**config.mk**
```make
export PLATFORM = sky130hd
export DESIGN_NAME = axis_separator_flat
export DESIGN_NICKNAME = d
export VERILOG_FILES = /design/src/rtl/axis_separator_if.sv /design/src/rtl/axis_separator.sv /design/src/flat_wrapper.sv
export SDC_FILE = /design/constraint.sdc
export NUM_CORES = 1
export LEC_CHECK = 0
export BUFFER_PORTS_ARGS = -buffer_cell sky130_fd_sc_hd__clkbuf_2
export CAP_MARGIN = 20
export CORE_MARGIN = 2
export CORE_UTILIZATION = 29
export CTS_CLUSTER_SIZE = 8
export DETAILED_ROUTE_END_ITERATION = 10
export PLACE_DENSITY = 0.57
export SLEW_MARGIN = 20
export SYNTH_ARGS = -nofsm -noshare
export SYNTH_HDL_FRONTEND = slang
export SYNTH_SLANG_ARGS = --single-unit
```
**constraint.sdc**
```tcl
create_clock -name clk -period 1.8 [get_ports clk]
set_input_delay 0.36 -clock clk [delete_from_list [all_inputs] [get_ports clk]]
set_output_delay 0.36 -clock clk [all_outputs]
set_load 0.005 [all_outputs]
```
**src/rtl/axis_separator_if.sv**
```systemverilog
// Valid/ready word stream bundle shared by the separator's input and outputs.
// The sink side has no use for last, so the slave modport leaves it out.
interface axis_separator_if #(
  parameter int DATA_WIDTH = 16
) ();
  logic                  valid;
  logic [DATA_WIDTH-1:0] data;
  logic                  last;
  logic                  ready;

  modport master (output valid, output data, output last, input ready);
  modport slave  (input valid, input data, output ready);
endinterface

```
**src/rtl/axis_separator.sv**
```systemverilog
// Splits one valid/ready stream into two outputs by fixed-size word groups:
// TO_PORT_ZERO words to output 0, then TO_PORT_ONE words to output 1, repeating.
//
// state     | meaning
// PORT_ZERO | accepted words load slot 0, group of TO_PORT_ZERO
// PORT_ONE  | accepted words load slot 1, group of TO_PORT_ONE
module axis_separator #(
  parameter int DATA_WIDTH   = 16,
  parameter int TO_PORT_ZERO = 16,
  parameter int TO_PORT_ONE  = 7
) (
  input  logic                     clk,
  input  logic                     rst,
  axis_separator_if.slave          i_axis,
  axis_separator_if.master         o_axis0,
  axis_separator_if.master         o_axis1
);
  localparam int MAXN = (TO_PORT_ZERO > TO_PORT_ONE) ? TO_PORT_ZERO : TO_PORT_ONE;
  localparam int CW   = (MAXN > 1) ? $clog2(MAXN) : 1;
  localparam logic [CW-1:0] END0 = CW'(TO_PORT_ZERO - 1);
  localparam logic [CW-1:0] END1 = CW'(TO_PORT_ONE - 1);

  typedef enum logic {PORT_ZERO, PORT_ONE} sel_t;

  sel_t                  r_sel;
  logic [CW-1:0]         r_cnt;
  logic                  r_full0, r_full1;
  logic                  r_last0, r_last1;
  logic [DATA_WIDTH-1:0] r_data0, r_data1;

  logic w_sel_ready;
  logic w_accept;
  logic w_cnt_end;
  logic w_load0, w_load1;

  // Only the selected slot gates the input; the other keeps draining on its own.
  assign w_sel_ready = (r_sel == PORT_ZERO) ? (!r_full0 || o_axis0.ready)
                                            : (!r_full1 || o_axis1.ready);
  assign i_axis.ready = !rst && w_sel_ready;
  assign w_accept     = i_axis.valid && i_axis.ready;
  assign w_cnt_end    = (r_sel == PORT_ZERO) ? (r_cnt == END0) : (r_cnt == END1);
  assign w_load0      = w_accept && (r_sel == PORT_ZERO);
  assign w_load1      = w_accept && (r_sel == PORT_ONE);

  always_ff @(posedge clk or posedge rst) begin
    if (rst) begin
      r_sel   <= PORT_ZERO;
      r_cnt   <= '0;
      r_full0 <= 1'b0;
      r_full1 <= 1'b0;
      r_last0 <= 1'b0;
      r_last1 <= 1'b0;
      r_data0 <= '0;
      r_data1 <= '0;
    end else begin
      if (w_accept) begin
        if (w_cnt_end) begin
          r_cnt <= '0;
          r_sel <= (r_sel == PORT_ZERO) ? PORT_ONE : PORT_ZERO;
        end else begin
          r_cnt <= r_cnt + 1'b1;
        end
      end

      // A refill in the same cycle as a drain wins and keeps the slot full.
      if (w_load0) begin
        r_full0 <= 1'b1;
        r_data0 <= i_axis.data;
        r_last0 <= w_cnt_end;
      end else if (o_axis0.ready) begin
        r_full0 <= 1'b0;
      end

      if (w_load1) begin
        r_full1 <= 1'b1;
        r_data1 <= i_axis.data;
        r_last1 <= w_cnt_end;
      end else if (o_axis1.ready) begin
        r_full1 <= 1'b0;
      end
    end
  end

  assign o_axis0.valid = r_full0;
  assign o_axis0.data  = r_data0;
  assign o_axis0.last  = r_last0;
  assign o_axis1.valid = r_full1;
  assign o_axis1.data  = r_data1;
  assign o_axis1.last  = r_last1;
endmodule
```
**src/flat_wrapper.sv**
```systemverilog
// flat-port wrapper written by rule: the top's interface ports become plain ports
module axis_separator_flat 
#(
  parameter int DATA_WIDTH   = 16,
  parameter int TO_PORT_ZERO = 16,
  parameter int TO_PORT_ONE  = 7
)
  (clk, rst, i_axis_valid, i_axis_data, i_axis_ready, o_axis0_valid, o_axis0_data, o_axis0_last, o_axis0_ready, o_axis1_valid, o_axis1_data, o_axis1_last, o_axis1_ready);
  axis_separator_if #(.DATA_WIDTH(DATA_WIDTH)) i_axis_i ();
  axis_separator_if #(.DATA_WIDTH(DATA_WIDTH)) o_axis0_i ();
  axis_separator_if #(.DATA_WIDTH(DATA_WIDTH)) o_axis1_i ();
  input  logic clk;
  input  logic rst;
  input wire logic [$bits(i_axis_i.valid)-1:0] i_axis_valid;
  input wire logic [$bits(i_axis_i.data)-1:0] i_axis_data;
  output wire logic [$bits(i_axis_i.ready)-1:0] i_axis_ready;
  output wire logic [$bits(o_axis0_i.valid)-1:0] o_axis0_valid;
  output wire logic [$bits(o_axis0_i.data)-1:0] o_axis0_data;
  output wire logic [$bits(o_axis0_i.last)-1:0] o_axis0_last;
  input wire logic [$bits(o_axis0_i.ready)-1:0] o_axis0_ready;
  output wire logic [$bits(o_axis1_i.valid)-1:0] o_axis1_valid;
  output wire logic [$bits(o_axis1_i.data)-1:0] o_axis1_data;
  output wire logic [$bits(o_axis1_i.last)-1:0] o_axis1_last;
  input wire logic [$bits(o_axis1_i.ready)-1:0] o_axis1_ready;
  assign i_axis_i.valid = i_axis_valid;
  assign i_axis_i.data = i_axis_data;
  assign i_axis_ready = i_axis_i.ready;
  assign o_axis0_valid = o_axis0_i.valid;
  assign o_axis0_data = o_axis0_i.data;
  assign o_axis0_last = o_axis0_i.last;
  assign o_axis0_i.ready = o_axis0_ready;
  assign o_axis1_valid = o_axis1_i.valid;
  assign o_axis1_data = o_axis1_i.data;
  assign o_axis1_last = o_axis1_i.last;
  assign o_axis1_i.ready = o_axis1_ready;
  axis_separator #(.DATA_WIDTH(DATA_WIDTH), .TO_PORT_ZERO(TO_PORT_ZERO), .TO_PORT_ONE(TO_PORT_ONE)) u_core (.clk(clk), .rst(rst), .i_axis(i_axis_i), .o_axis0(o_axis0_i), .o_axis1(o_axis1_i));
endmodule
```
* After elaboration in Yosys (flattened, before gate mapping)
Index checks and enable logic that the tools add are counted.
Storage, ports and cells: register bits after elaboration 41, input port bits 21, output and inout bits 37, logic and storage cells 32
Cells by class: $add $sub $neg 1, equal/unequal tests 2, multiplexer cells 8, bitwise operators 1, reduce and logical (&&, ||, !) cells 12
Operators by type and width (number):
- 2-to-1 mux 1 bit | 7
- adder 4 x 1 -> 4 bit (second input constant) | 1
- == test 4 x 3 -> 1 bit (second input constant) | 1
- == test 4 bit (second input constant) | 1
- logical AND 1 bit | 4
- 2-to-1 mux 4 bit | 1
- nonzero test 2 bit | 2
- logical NOT 1 bit | 3
- logical OR 1 bit | 2
- AND reduction 2 bit | 1
- NOT 1 bit | 1

* Longest topological paths before layout
depth in word-level cells 7, mapped depth 5, depth with buffers taken out 4

* Worst setup path after synthesis
OpenSTA, ideal clock, no wires.
kind input to register, start input port i_axis_valid, end register u_core.r_data1[10] (netlist: u_core.o_axis1.data[10]), setup time 0.125 ns, arrival 1.278 ns, required time 1.675 ns, slack 0.397 ns, stages 5, path buffers 2, path through nor2b_4 -> and3_4 -> buf_6 -> buf_12 -> mux2_4
On the way: longest elaborated chain between the ends 2
Ends and longest elaborated chain:
- start, declared | line flat_wrapper.sv:14 | input wire logic [$bits(i_axis_i.valid)-1:0] i_axis_valid;
- logical AND 1 bit | line axis_separator.sv:40 | assign w_accept = i_axis.valid && i_axis.ready;
- logical AND 1 bit | line axis_separator.sv:43 | assign w_load1 = w_accept && (r_sel == PORT_ONE);
- end signal, assigned | line axis_separator.sv:76 | r_data1 <= i_axis.data;
- end, declared | line axis_separator.sv:29 | logic [DATA_WIDTH-1:0] r_data0, r_data1;
Every way passes these cells. A chain may end at the register's enable or synchronous reset.

* Worst setup path in the final report
start register u_core.r_sel, end output port i_axis_ready
On the way: longest elaborated chain between the ends 2
Ends and longest elaborated chain:
- start, declared | line axis_separator.sv:25 | sel_t r_sel;
- start signal, assigned | line axis_separator.sv:59 | r_sel <= (r_sel == PORT_ZERO) ? PORT_ONE : PORT_ZERO;
- 2-to-1 mux 1 bit | line axis_separator.sv:37 | assign w_sel_ready = (r_sel == PORT_ZERO) ? (!r_full0 || o_axis0.ready)
- logical AND 1 bit | line axis_separator.sv:39 | assign i_axis.ready = !rst && w_sel_ready;
- end, declared | line flat_wrapper.sv:16 | output wire logic [$bits(i_axis_i.ready)-1:0] i_axis_ready;
Every way passes these cells.

==> results.cfg <==
[power]
ir_worst_vdd_mv = 0.6312
combPwrFrac_pct = 31.0
internal-power_uw = 2442
clkPwrFrac_pct = 22.8
leakagePower_uw = 0.001086
netSwitchingPower_uw = 952.5
switching_share_pct = 28.06
total_power_uw = 3394
p_per_area_nw_per_um2 = 1541
p_seq_share_pct = 46.2

[sta]
period_needed_ps = 1624
setup_tns_ps = 0
slew-limit-headroom_pct = 77.90
drv_slew = 0
post-route-period-util_pct = 90.25
worstMarginPinSlew_ps = 330.0
finClkSkew_ps = 7.400
setup_viol = 0
final_hold_viol_count = 0
hold_ws_ps = 313.3
max_freq_mhz = 615.6
setup_slack_ps = 175.5
rsz0062_at_grt = false

[worst_setup_path]
r2r.worst_path.cells = 4
crit_arrival_ps = 1260
required_ps = 1440
worstSetupStartpointType = flip-flop
critPathCaptureType = output pin
crit_path_max_fanout = 11
critPathKind = flip-flop to output pin

[drt]
drt-wirelength-per-cell_um = 12.58
drt-initial-drc-count = 44
via_per_inst = 4.306
ant_nets = 0
num_vias = 1068
drc = 0
drt_wl_total_um = 3121
first_pass_iters = 4

[status]
run_status = finished clean

[cts]
clock_tree.root_cell = clkbuf_8
cts-buffers-inserted = 5
clk-insertion-delay-late_ps = 290
htreeDepth = 2
cts_sinks = 41
cts_tree = yes
cts_buffer_depth = 2
clk_transition_reported_paths_ps = 80

[synth]
synth_flop_cell = dfrtp_1
synth_top_area_cell = dfrtp_1
syn_inst = 110
synth_top_area_share_pct = 59.51
yosysMostFrequentCell = dfrtp_1
synth_common_cells = dfrtp_1 (41), mux2_2 (24), mux2_4 (10)
ys_seq_area_share_pct = 59.51
yosysWarnings = 0
netlist_area_um2 = 1724
avgSynthCellArea_um2 = 15.67
synth_cell_types = 27
syn-num-nets = 132
synthTopCellsByArea = dfrtp_1 (60%), mux2_2 (16%), mux2_4 (8.7%)
synth_edf_count = 0
synth-seq-cells = 41
async_flop_share_pct = 100.0

[layout]
fin_util_pct = 37.89
drive_above_1_share_pct = 61.85
diodes = 0
fin_nets = 194
area_delta_synth_final_pct = 27.79

[floorplanning]
die_area_um2 = 6578
dieHeight_um = 81.11
ios = 58
coreArea_um2 = 5816
fp-row-count = 28
initial_utilization_pct = 29.65
die_width_um = 81.11

[min_path]
min_path_cells = 2
hold_class = primary input to flip-flop

[job]
drv_cap = 0

[place]
pre_cts_ws_ps = 216.2
portBuffers = 57
place_congestion = 0.7269

[grt]
grt_usage_pct = 10.81
antenna_found_initial = 0
grt_pass1_wl_um = 5319
grt_max_degree = 40
grt_pass1_vias = 1103
grt-ovfl-total = 0
layer usage:
layer	GRT usage [%]	share of wire [%]
met1	13.35	43
met2	17.27	52
met3	3.667	4.7
met4	4.576	0.74
met5	0	0
timing repair:
action	4_1_cts	5_1_grt
hold buffers	1	0
buffers inserted	0	0
hold endpoints to repair	2	0
resized for setup	0	0
metrics by stage:
step | std cells | area [µm²]
floorplan | 110 | 1724
global placement | 239 | 2073
detailed placement | 239 | 2073
CTS | 248 | 2203
global route | 248 | 2203
finish | 248 | 2203
layout by cell type (no fill, tap or decap), types with 2 or more instances in the layout:
cell type / n
clkbuf_8: 6
nand2_1: 6
clkbuf_2: 57
nor2_1: 3
o21ai_0: 2
mux2_4: 10
nand3b_1: 2
dfrtp_1: 41
nand2b_1: 2
mux2_2: 24
state kept, by name, summed over array words and instances, names as in the netlist:
name,flops
u_core.o_axis1.valid,1
u_core.o_axis1.last,1
u_core.o_axis0.data,16
u_core.o_axis0.valid,1
u_core.o_axis1.data,16
u_core.r_cnt,4
u_core.o_axis0.last,1
u_core.r_sel,1
cell families after synthesis:
family,count (synthesis),share of synthesized area (%)
mux,34,24.38
xor+xnor,2,1.016
flops,41,59.51
fa+ha+maj,1,0.7256
simple gates,19,7.474
buf+inv,5,3.120
compound gates,8,3.774
path summary, 6_finish.rpt:
path                                                  from                                   to  slack (ps)
min in group asynchronous                              rst     u_core.o_axis1.valid$_DFFE_PP0P_         510
setup reg to reg                  u_core.r_sel$_DFFE_PP0P_          u_core.r_cnt[0]$_DFFE_PP0N_         240
hold / removal                             i_axis_data[10]  u_core.o_axis1.data[10]$_DFFE_PP0P_         310
hold reg to reg            u_core.o_axis0.last$_DFFE_PP0P_      u_core.o_axis0.last$_DFFE_PP0P_         490
setup / recovery                  u_core.r_sel$_DFFE_PP0P_                         i_axis_ready         180
max in group asynchronous                              rst   u_core.o_axis1.data[2]$_DFFE_PP0P_         880
worst max-delay path, stage by stage (launching register included):
cell      delay (ps)
dfrtp_1          490
nand3b_1         170
o21ai_0          100
nor2_1           100
clkbuf_2         110
power by group through the flow:
stage               Combinational [µW]  Clock, µW  Sequential [µW]
floorplan                          617          0             1570
global placement                  1060          0             1590
detailed placement                1070          0             1590
CTS                               1080        811             1580
global route                      1180        846             1640
finish                            1050        774             1570
final cells by class:
cell class,instances,area [µm²]
well taps,75,93.84
clock buffers,6,82.58
fillers,588,3612
inverters,1,3.754
flip-flops and latches,41,1026
repair buffers,59,315.3
clock inverters,2,37.54
multi-input cells,64,644.4
No activity file was read; power rests on OpenSTA's default activity.
